--- src/rtl/pc_pkg.sv ---
// Shared definitions for the fetch-stage program counter: mode codes, FSM states
// and the default trap vector.
package pc_pkg;

  typedef enum logic [1:0] {
    PC_SEQ    = 2'd0,
    PC_BRANCH = 2'd1,
    PC_JAL    = 2'd2,
    PC_JALR   = 2'd3
  } pc_mode_e;

  typedef enum logic {
    ST_RUN   = 1'b0,
    ST_FAULT = 1'b1
  } pc_state_e;

  localparam logic [31:0] DEFAULT_TRAP_VECTOR = 32'h0000_0100;

endpackage

--- src/rtl/pc_if.sv ---
// Control and address bundle between decode/execute and the PC generator.
interface pc_if #(
  parameter int unsigned XLEN  = 32,
  parameter int unsigned CNT_W = 64
);

  logic             load;
  logic [1:0]       pc_mode;
  logic             branch_taken;
  logic [XLEN-1:0]  imm_ext;
  logic [XLEN-1:0]  rs1_val;
  logic             trap;
  logic [XLEN-1:0]  pc;
  logic [XLEN-1:0]  pc_plus4;
  logic             misaligned;
  logic [XLEN-1:0]  bad_addr;
  logic [CNT_W-1:0] instret;

  modport master (
    output load, pc_mode, branch_taken, imm_ext, rs1_val, trap,
    input  pc, pc_plus4, misaligned, bad_addr, instret
  );

  modport slave (
    input  load, pc_mode, branch_taken, imm_ext, rs1_val, trap,
    output pc, pc_plus4, misaligned, bad_addr, instret
  );

endinterface

--- src/rtl/instret_counter.sv ---
// Free-running event counter with increment enable and synchronous clear;
// wraps to zero at 2^Width.
module instret_counter #(
  parameter int unsigned Width = 64
) (
  input  logic             clk_i,
  input  logic             clr_i,
  input  logic             inc_i,
  output logic [Width-1:0] count_o
);

  logic [Width-1:0] count_q, count_d;

  always_comb begin
    count_d = count_q;
    if (inc_i) begin
      count_d = count_q + Width'(1);
    end
  end

  always_ff @(posedge clk_i) begin
    if (clr_i) begin
      count_q <= '0;
    end else begin
      count_q <= count_d;
    end
  end

  assign count_o = count_q;

endmodule

--- src/rtl/pc_gen.sv ---
// Fetch-stage program counter: next-target selection, misaligned-target fault
// state and retired-instruction count.
module pc_gen
  import pc_pkg::*;
#(
  parameter int unsigned     XLEN         = 32,
  parameter logic [XLEN-1:0] RESET_VECTOR = '0,
  parameter logic [XLEN-1:0] TRAP_VECTOR  = XLEN'(DEFAULT_TRAP_VECTOR),
  parameter int unsigned     CNT_W        = 64
) (
  input logic clk,
  input logic Sync_reset,
  pc_if.slave bus
);

  localparam logic [XLEN-1:0] Four = XLEN'(4);

  pc_state_e       state_q, state_d;
  logic [XLEN-1:0] pc_q, pc_d;
  logic [XLEN-1:0] bad_addr_q, bad_addr_d;
  logic [XLEN-1:0] seq_target, jalr_sum, target;
  logic            target_misaligned;
  logic            retire;

  assign seq_target = pc_q + Four;
  assign jalr_sum   = bus.rs1_val + bus.imm_ext;

  always_comb begin
    target = seq_target;
    unique case (pc_mode_e'(bus.pc_mode))
      PC_SEQ:    target = seq_target;
      PC_BRANCH: target = bus.branch_taken ? (pc_q + bus.imm_ext) : seq_target;
      PC_JAL:    target = pc_q + bus.imm_ext;
      PC_JALR:   target = {jalr_sum[XLEN-1:1], 1'b0};
    endcase
  end

  // Sequential fetch always stays aligned, so it never raises a fault.
  assign target_misaligned = (pc_mode_e'(bus.pc_mode) != PC_SEQ) && (target[1:0] != 2'b00);

  always_comb begin
    state_d    = state_q;
    pc_d       = pc_q;
    bad_addr_d = bad_addr_q;
    retire     = 1'b0;
    if (bus.trap) begin
      // Trap overrides stall and fault and suppresses any fault this cycle.
      pc_d    = TRAP_VECTOR;
      state_d = ST_RUN;
    end else if (state_q == ST_RUN && bus.load) begin
      if (target_misaligned) begin
        bad_addr_d = target;
        state_d    = ST_FAULT;
      end else begin
        pc_d   = target;
        retire = 1'b1;
      end
    end
  end

  always_ff @(posedge clk) begin
    if (Sync_reset) begin
      state_q    <= ST_RUN;
      pc_q       <= RESET_VECTOR;
      bad_addr_q <= '0;
    end else begin
      state_q    <= state_d;
      pc_q       <= pc_d;
      bad_addr_q <= bad_addr_d;
    end
  end

  instret_counter #(
    .Width (CNT_W)
  ) u_instret (
    .clk_i   (clk),
    .clr_i   (Sync_reset),
    .inc_i   (retire),
    .count_o (bus.instret)
  );

  assign bus.pc         = pc_q;
  assign bus.pc_plus4   = seq_target;
  assign bus.misaligned = (state_q == ST_FAULT);
  assign bus.bad_addr   = bad_addr_q;

endmodule

--- src/flat_wrapper.sv ---
// flat-port wrapper written by rule: the top's interface ports become plain ports
module pc_gen_flat import pc_pkg::*;
#(
  parameter int unsigned     XLEN         = 32,
  parameter logic [XLEN-1:0] RESET_VECTOR = '0,
  parameter logic [XLEN-1:0] TRAP_VECTOR  = XLEN'(DEFAULT_TRAP_VECTOR),
  parameter int unsigned     CNT_W        = 64
)
  (clk, Sync_reset, bus_load, bus_pc_mode, bus_branch_taken, bus_imm_ext, bus_rs1_val, bus_trap, bus_pc, bus_pc_plus4, bus_misaligned, bus_bad_addr, bus_instret);
  pc_if #(.XLEN(XLEN), .CNT_W(CNT_W)) bus_i ();
  input logic clk;
  input logic Sync_reset;
  input wire logic [$bits(bus_i.load)-1:0] bus_load;
  input wire logic [$bits(bus_i.pc_mode)-1:0] bus_pc_mode;
  input wire logic [$bits(bus_i.branch_taken)-1:0] bus_branch_taken;
  input wire logic [$bits(bus_i.imm_ext)-1:0] bus_imm_ext;
  input wire logic [$bits(bus_i.rs1_val)-1:0] bus_rs1_val;
  input wire logic [$bits(bus_i.trap)-1:0] bus_trap;
  output wire logic [$bits(bus_i.pc)-1:0] bus_pc;
  output wire logic [$bits(bus_i.pc_plus4)-1:0] bus_pc_plus4;
  output wire logic [$bits(bus_i.misaligned)-1:0] bus_misaligned;
  output wire logic [$bits(bus_i.bad_addr)-1:0] bus_bad_addr;
  output wire logic [$bits(bus_i.instret)-1:0] bus_instret;
  assign bus_i.load = bus_load;
  assign bus_i.pc_mode = bus_pc_mode;
  assign bus_i.branch_taken = bus_branch_taken;
  assign bus_i.imm_ext = bus_imm_ext;
  assign bus_i.rs1_val = bus_rs1_val;
  assign bus_i.trap = bus_trap;
  assign bus_pc = bus_i.pc;
  assign bus_pc_plus4 = bus_i.pc_plus4;
  assign bus_misaligned = bus_i.misaligned;
  assign bus_bad_addr = bus_i.bad_addr;
  assign bus_instret = bus_i.instret;
  pc_gen #(.XLEN(XLEN), .RESET_VECTOR(RESET_VECTOR), .TRAP_VECTOR(TRAP_VECTOR), .CNT_W(CNT_W)) u_core (.clk(clk), .Sync_reset(Sync_reset), .bus(bus_i));
endmodule
--- config.mk ---
export PLATFORM = sky130hd
export DESIGN_NAME = pc_gen_flat
export DESIGN_NICKNAME = d
export VERILOG_FILES = /design/src/rtl/pc_pkg.sv /design/src/rtl/pc_if.sv /design/src/rtl/instret_counter.sv /design/src/rtl/pc_gen.sv /design/src/flat_wrapper.sv
export SDC_FILE = /design/constraint.sdc
export NUM_CORES = 1
export LEC_CHECK = 0
export ABC_AREA = 1
export CORE_AREA = 10 10 207 209
export CTS_CLUSTER_SIZE = 10
export DETAILED_ROUTE_END_ITERATION = 10
export DIE_AREA = 0 0 217 219
export GPL_ROUTABILITY_DRIVEN = 0
export PLACE_DENSITY = 0.51
export SETUP_SLACK_MARGIN = 0.5
export SLEW_MARGIN = 10
export SYNTH_ARGS = -nofsm -noshare
export SYNTH_HDL_FRONTEND = slang
export SYNTH_HIERARCHICAL = 1
export SYNTH_SLANG_ARGS = --single-unit
--- constraint.sdc ---
create_clock -name clk -period 4.55 [get_ports clk]
set_input_delay 0.455 -clock clk [delete_from_list [all_inputs] [get_ports clk]]
set_output_delay 0.455 -clock clk [all_outputs]
set_load 0.02 [all_outputs]
==> reports/qor.yml, run 1 <==
rows: 72
worst_pin_slew_ps: 698
vias_per_cell: 4.83
netlist_instances: 2089
yosys_warnings: 6
yosysTopAreaCellShare_pct: 21.8
start_kind: "register"
period_needed_ps: 3860
cts_setup_buffers: 0
cap_violations: 0
hold_viol: 0
nets: 2449
power_mw: 3.61
wl_per_cell_um: 17.4
clock-sinks: 129
path_delay_family: "simple AND/OR/NAND/NOR gates"
synthDistinctLibCells: 45
dieArea_um2: 47500
synth_top_area_cell: "dfxtp_1"
layout_setup_ws_ps: 694
dpl_worst_slack_ps: 740
hpwl_um: 41100
dr_total_vias: 13700
drcViolationCount: 0
critPathKind: "reg2out"
clockBufferDepth: 2
port-buffer-count: 231
ys_ff_latch: 129
cp_data_arrival_time_ps: 3400
die_h_um: 219
muxShareOfSynthArea_pct: 0
yosys.area_share.adder_pct: 6.98
synth.area.top_cells: "dfxtp_1, nand2_1, nor2_1, inv_1, ha_1"
rsz0062_at_grt: "false"
cts_made_buffers: 17
clk_pin_slew_worst_paths_ps: 70
p_int_mw: 2.27
hold_class: "reg2reg"
cp_max_fo: 9
post-route-period-util_pct: 84.7
cp_data_required_time_ps: 4090
crit_buf_inv: 1
vdd_drop_max_mv: 0.199
initial_core_util_pct: 30.8
dpl.cell_count: 2812
p_per_area_nw_per_um2: 236
maxSlewHeadroom_pct: 53.0
synth_xor_area_share_pct: 3.25
swShare_pct: 37.0
finalMaxSlewViolations: 0
grt_max_degree: 43
grt_antenna_before_repair: 0
fp.coreArea_um2: 38600
seq_power_share_pct: 33.9
synth.cell_area_um2: 11900
ctsResizeCount: 0
seq_area_frac_synth_pct: 21.8
finalSetupViolCount: 0
worst_hold_slack_ps: 473
critPathMaxStageDelay_ps: 690
antenna_left: 0
syn_nets: 2225
skew_ps: 12.1
wirelength_um: 49400
finalSetupTns_ps: 0
clock_latency_ps: 430
die_w_um: 217
finalNonFillerCells: 2844
avgSynthCellArea_um2: 5.68
cts-root-buf: "clkbuf_16"
synth-simple-area-share_pct: 45.1
grt_usage_pct: 20.2
clockPowerShare_pct: 36.7
status: "completed"
drtIter0Drc: 1393
area_delta_synth_final_pct: 28.8
cts_hold_buf: 0
synth_compound_area_share_pct: 11.7
gr-total-overflow: 0
drive_above_1_share_pct: 4.56
grt_pass1_vias: 12700
critPathCaptureType: "output port"
crit_chain: "ha_1, nand2_1, nor2_1, nand3_1, nor2_2, nand2_1, nor2_2, xor2_1, clkdlybuf4s50_1"
power.leakage_nw: 6.93
power_switching_mw: 1.34
synth_top_family_by_area: "simple AND/OR/NAND/NOR gates"
p_comb_share_pct: 29.4
max_clock_freq_ghz: 0.259
antennaDiodeCount: 0
num_io_pins: 232
htree_levels: 4
grt_pass1_wl_um: 75500
cts_tree: "done"
critPathSlowestCell: "clkdlybuf4s50_1"
detail_route.first_pass.iterations: 8
final cells by class:
| class | count | area, um2 |
|---|---|---|
| clock inverter | 15 | 149 |
| sequential | 129 | 2580 |
| tap | 518 | 648 |
| timing repair buffer | 238 | 2360 |
| multi-input combinational | 1623 | 7960 |
| clock buffer | 17 | 425 |
| fill | 4294 | 23300 |
| inverter | 304 | 1140 |
Yosys cell counts (all sizes together):
cell	number
nand3b	13
o21bai	9
buf	19
fa	2
o211ai	9
dfxtp	129
a21o	3
and3	3
nor3	33
clkbuf	14
or3b	1
nor2	371
nor3b	1
o22ai	1
o21ai	99
ha	63
or2	2
a21oi	118
o21a	4
and2	8
inv	304
nand2	651
xor2	31
nor4	3
xnor2	13
o221ai	3
nand3	155
a211oi	6
nand4	21
flip-flops by register name (all words and copies together) (netlist names):
signal	flops
u_core/bus.misaligned	1
u_core/u_instret/count_o	64
u_core/bus.pc	32
u_core/bus.bad_addr	32
through the flow:
step	util [%]	area (um2)
3_5_place_dp	38.1	14700
3_3_place_gp	38.1	14700
5_1_grt	39.6	15300
4_1_cts	39.6	15300
2_1_floorplan	-	11900
6_report	39.6	15300
per-layer routing:
metal / global-route usage, % / part of all wire, % / up-vias / wire (um)
met5: 0 / 0 / - / 0
met4: 4.94 / 2.0 / 0 / 968
met3: 4.59 / 8.4 / 53 / 4160
met2: 30.9 / 42 / 545 / 20700
met1: 28.0 / 48 / 6080 / 23600
li1: - / - / 7063 / -
logic make-up (layout without fill, tap and decap cells):
| family | after synthesis | in the layout |
|---|---|---|
| AO/OA/AOI/OAI | 252 | 252 |
| XOR/XNOR | 44 | 44 |
| adder cells (fa/ha/maj) | 65 | 65 |
| buffers and inverters | 337 | 574 |
| flip-flops | 129 | 129 |
| AND/OR/NAND/NOR | 1262 | 1262 |
layout by cell type, fill, tap and decap left out, types with 3 or more instances in the layout:
master | netlist | layout
nand3b_1 | 13 | 13
a21oi_1 | 115 | 115
nor3_1 | 33 | 33
xnor2_1 | 13 | 13
o221ai_1 | 3 | 3
nor2_2 | 20 | 20
o21a_1 | 4 | 4
nor4_1 | 3 | 3
nand2_2 | 8 | 8
o21bai_1 | 9 | 9
inv_2 | 8 | 8
clkbuf_16 | 0 | 17
nand3_1 | 153 | 153
nor2_4 | 12 | 12
o211ai_1 | 9 | 9
dfxtp_1 | 129 | 128
clkinv_4 | 0 | 4
ha_1 | 63 | 63
inv_1 | 295 | 295
o21ai_0 | 81 | 81
nand4_1 | 21 | 21
inv_6 | 0 | 5
a21o_1 | 3 | 3
a211oi_1 | 6 | 6
xor2_1 | 31 | 31
nand2_4 | 4 | 4
and3_1 | 3 | 3
clkdlybuf4s50_1 | 0 | 231
nand2_1 | 639 | 639
buf_4 | 8 | 7
and2_1 | 8 | 8
o21ai_1 | 16 | 16
nor2_1 | 337 | 337
final timing paths:
path / slack [ps] / from / endpoint / cells after the start
max reg2reg: 1490 / u_core/bus.pc[0] / u_core/u_instret/count_o[30] / 20
max: 690 / u_core/bus.pc[2] / bus_pc_plus4[18] / 9
min: 470 / u_core/bus.bad_addr[1] / u_core/bus.bad_addr[1] / 2
min reg2reg: 470 / u_core/bus.bad_addr[1] / u_core/bus.bad_addr[1] / 2
power by group through the flow:
stage	registers, mW	logic (mW)	clock network, mW
floorplan	1.27	0.610	0
global placement	1.25	1.05	0
detailed placement	1.25	1.05	0
CTS	1.22	1.06	1.36
global route	1.23	1.17	1.40
finish	1.22	1.06	1.33
worst register-to-register path: stages (launching register included):
cell	delay (ps)
dfxtp_1	380
ha_1	190
inv_1	60
fa_1	470
inv_1	50
a21oi_2	140
o21ai_2	100
o21ai_4	200
nand2_4	60
nor2_1	80
buf_4	270
nand2_1	130
nor2_2	140
nand3_1	200
inv_2	110
nand2_2	80
inv_2	70
nand2_1	60
nand2_1	60
nand2_1	40
nor2_1	90
(Power assumes the default switching activity.)
==> inputs of run 2 (changes only) <==
PLACE_DENSITY = 0.53   (was 0.51)
clock period = 3.5 ns   (was 4.55 ns; I/O delays follow)
==> run 2 against run 1 <==
Against the previous run:
- non-clock buffer count increased by 26
- clock power increased by 39%
- sequential share of layout area down 0.38 points
- utilization up 1.1 points
- cell count is 0.91% higher
- hold slack improved by 5.9 ps
- clock skew shrank 2.9 ps
- register-to-register slack got worse by 790 ps
- sequential power rose by 30%
- power increased by 34%
- critical path type unchanged
- largest power group unchanged
==> reports/qor.yml, run 2 (synthesis results as in run 1) <==
status: "completed"
cts_made_buffers: 17  # unchanged
wl_per_cell_um: 17.2  # -0.76%
largest_register_ffs: 64  # unchanged
grt_antenna_before_repair: 1  # +1
power_mw: 4.85  # +34%
critPathCaptureType: "output port"
area_delta_synth_final_pct: 32.4
hpwl_um: 41400  # +0.65%
layout_commonest_cell: "nand2_1"
drive_above_1_share_pct: 7.40  # +2.8 points
clockBufferDepth: 2  # unchanged
clk_pin_slew_worst_paths_ps: 70  # about the same
clock_latency_ps: 430  # about the same
rsz0062_at_grt: "true"
start_kind: "register"
finalSetupTns_ps: 0  # unchanged
p_per_area_nw_per_um2: 309  # +31%
p_comb_share_pct: 29.3  # about the same
finalNonFillerCells: 2870  # +0.91%
vdd_drop_max_mv: 0.288  # +45%
worst_hold_slack_ps: 479  # +5.88 ps
power_switching_mw: 1.72  # +29%
num_io_pins: 232  # unchanged
worst_pin_slew_ps: 677  # -20.6 ps
grt_usage_pct: 20.0  # -0.14 points
cts-root-buf: "clkbuf_16"
p_int_mw: 3.13  # +38%
path_delay_family: "buffers and inverters"
skew_ps: 9.27  # -2.85 ps
post-route-period-util_pct: 85.8
cts_hold_buf: 0  # unchanged
crit_top_cell: "inv_1"
maxSlewHeadroom_pct: 54.8  # +1.8 points
cp_data_arrival_time_ps: 2650  # -750 ps
port-buffer-count: 231  # unchanged
power.leakage_nw: 7.23  # +4.4%
cap_violations: 0  # unchanged
vias_per_cell: 4.87  # +0.75%
grt_pass1_wl_um: 75200  # -0.39%
cp_max_fo: 5  # -4
initial_core_util_pct: 30.8  # unchanged
fillerInstances: 4244  # -1.2%
dieArea_um2: 47500  # unchanged
layout_setup_ws_ps: 497  # -198 ps
critPathSlowestCell: "clkdlybuf4s50_1"
dr_total_vias: 14000  # +1.7%
final_cell_mix: "nand2_1, nor2_1, inv_1"
drcViolationCount: 0  # unchanged
die_h_um: 219  # unchanged
critPathMaxStageDelay_ps: 550  # -140 ps
crit_chain: "buf_4, inv_1, nor3_4, nand3_2, nor3_2, xor2_1, inv_1, clkdlybuf4s50_1"
clock-sinks: 129  # unchanged
cp_data_required_time_ps: 3150  # -940 ps
period_needed_ps: 3000
hold_viol: 0  # unchanged
rows: 72  # unchanged
critPathKind: "reg2out"
drtIter0Drc: 1267  # -9.0%
die_w_um: 217  # unchanged
finalSetupViolCount: 0  # unchanged
clockPowerShare_pct: 38.1  # +1.4 points
dpl.cell_count: 2831  # +0.68%
nets: 2475  # +1.1%
wirelength_um: 49500  # +0.15%
antenna_left: 0  # unchanged
grt_max_degree: 37  # -14%
grt_pass1_vias: 12900  # +1.8%
cts_tree: "done"
hold_class: "reg2reg"
htree_levels: 4  # unchanged
seq_power_share_pct: 32.6  # -1.3 points
dpl_worst_slack_ps: 138  # -602 ps
detail_route.first_pass.iterations: 7  # -1
swShare_pct: 35.5  # -1.5 points
finalMaxSlewViolations: 0  # unchanged
gr-total-overflow: 0  # unchanged
crit_buf_inv: 4  # +3
fp.coreArea_um2: 38600  # unchanged
antennaDiodeCount: 0  # unchanged
max_clock_freq_ghz: 0.333
## run 2: metal layers
metal / up-vias / global-route usage (%) / share of wire, %
li1: 7101 / - / -
met1: 6261 / 27.4 / 46
met2: 561 / 31.2 / 43
met3: 47 / 4.48 / 8.7
met4: 0 / 4.80 / 1.9
met5: - / 0 / 0
## run 2: power groups by stage
stage	logic, mW	registers, mW	clock network [mW]
6_report	1.42	1.58	1.85
5_1_grt	1.57	1.59	1.95
4_1_cts	1.40	1.58	1.89
3_5_place_dp	1.40	1.61	0
3_3_place_gp	1.39	1.61	0
2_1_floorplan	0.793	1.65	0
## run 2: stage by stage
stage	utilization (%)	cell area [um2]
floorplan	-	11900
global placement	38.5	14800
detailed placement	38.5	14800
CTS	40.3	15600
global route	40.7	15700
finish	40.7	15700
## run 2: layout make-up
class	count	area [um2]	share of cell area [%]
clock buffer	18	439	2.80
sequential	129	2600	16.5
tap	518	648	4.13
clock inverter	14	168	1.07
timing repair buffer	264	2570	16.3
multi-input combinational	1623	8150	51.9
inverter	304	1140	7.28
## run 2: what timing repair did
action | CTS | global route
endpoints found under the setup margin | 23 | 42
gates resized for setup | 44 | 30
setup buffers | 0 | 7
pin swaps | 2 | 9
## run 2: worst paths after layout
path | start | to | slack [ps] | cells past startpoint
worst max-delay path | u_core/bus.pc[2] | bus_pc_plus4[29] | 500 | 8
worst min-delay path | u_core/bus.bad_addr[0] | u_core/bus.bad_addr[0] | 480 | 2
worst max register to register | u_core/bus.pc[0] | u_core/u_instret/count_o[61] | 700 | 18
worst min register to register | u_core/bus.bad_addr[0] | u_core/bus.bad_addr[0] | 480 | 2
## run 2: worst reg2reg max path: stages (launching register included)
cell and delay (ps):
dfxtp_2 370, ha_4 140, inv_1 40, fa_1 470, inv_1 50, a21oi_2 130
o21ai_2 110, o21ai_4 200, nand2_4 60, nor2_2 90, buf_6 170, inv_1 110
nor3_1 190, nand2_1 110, nor2_2 200, nand3_2 110, nand2_1 70, nand2_1 40
nor2_1 90
==> inputs of run 3 (changes only) <==
SKIP_LAST_GASP = 1   (was unset)
==> results of run 3 <==
The final DEF is identical to that of run 2; final timing and power are the same.
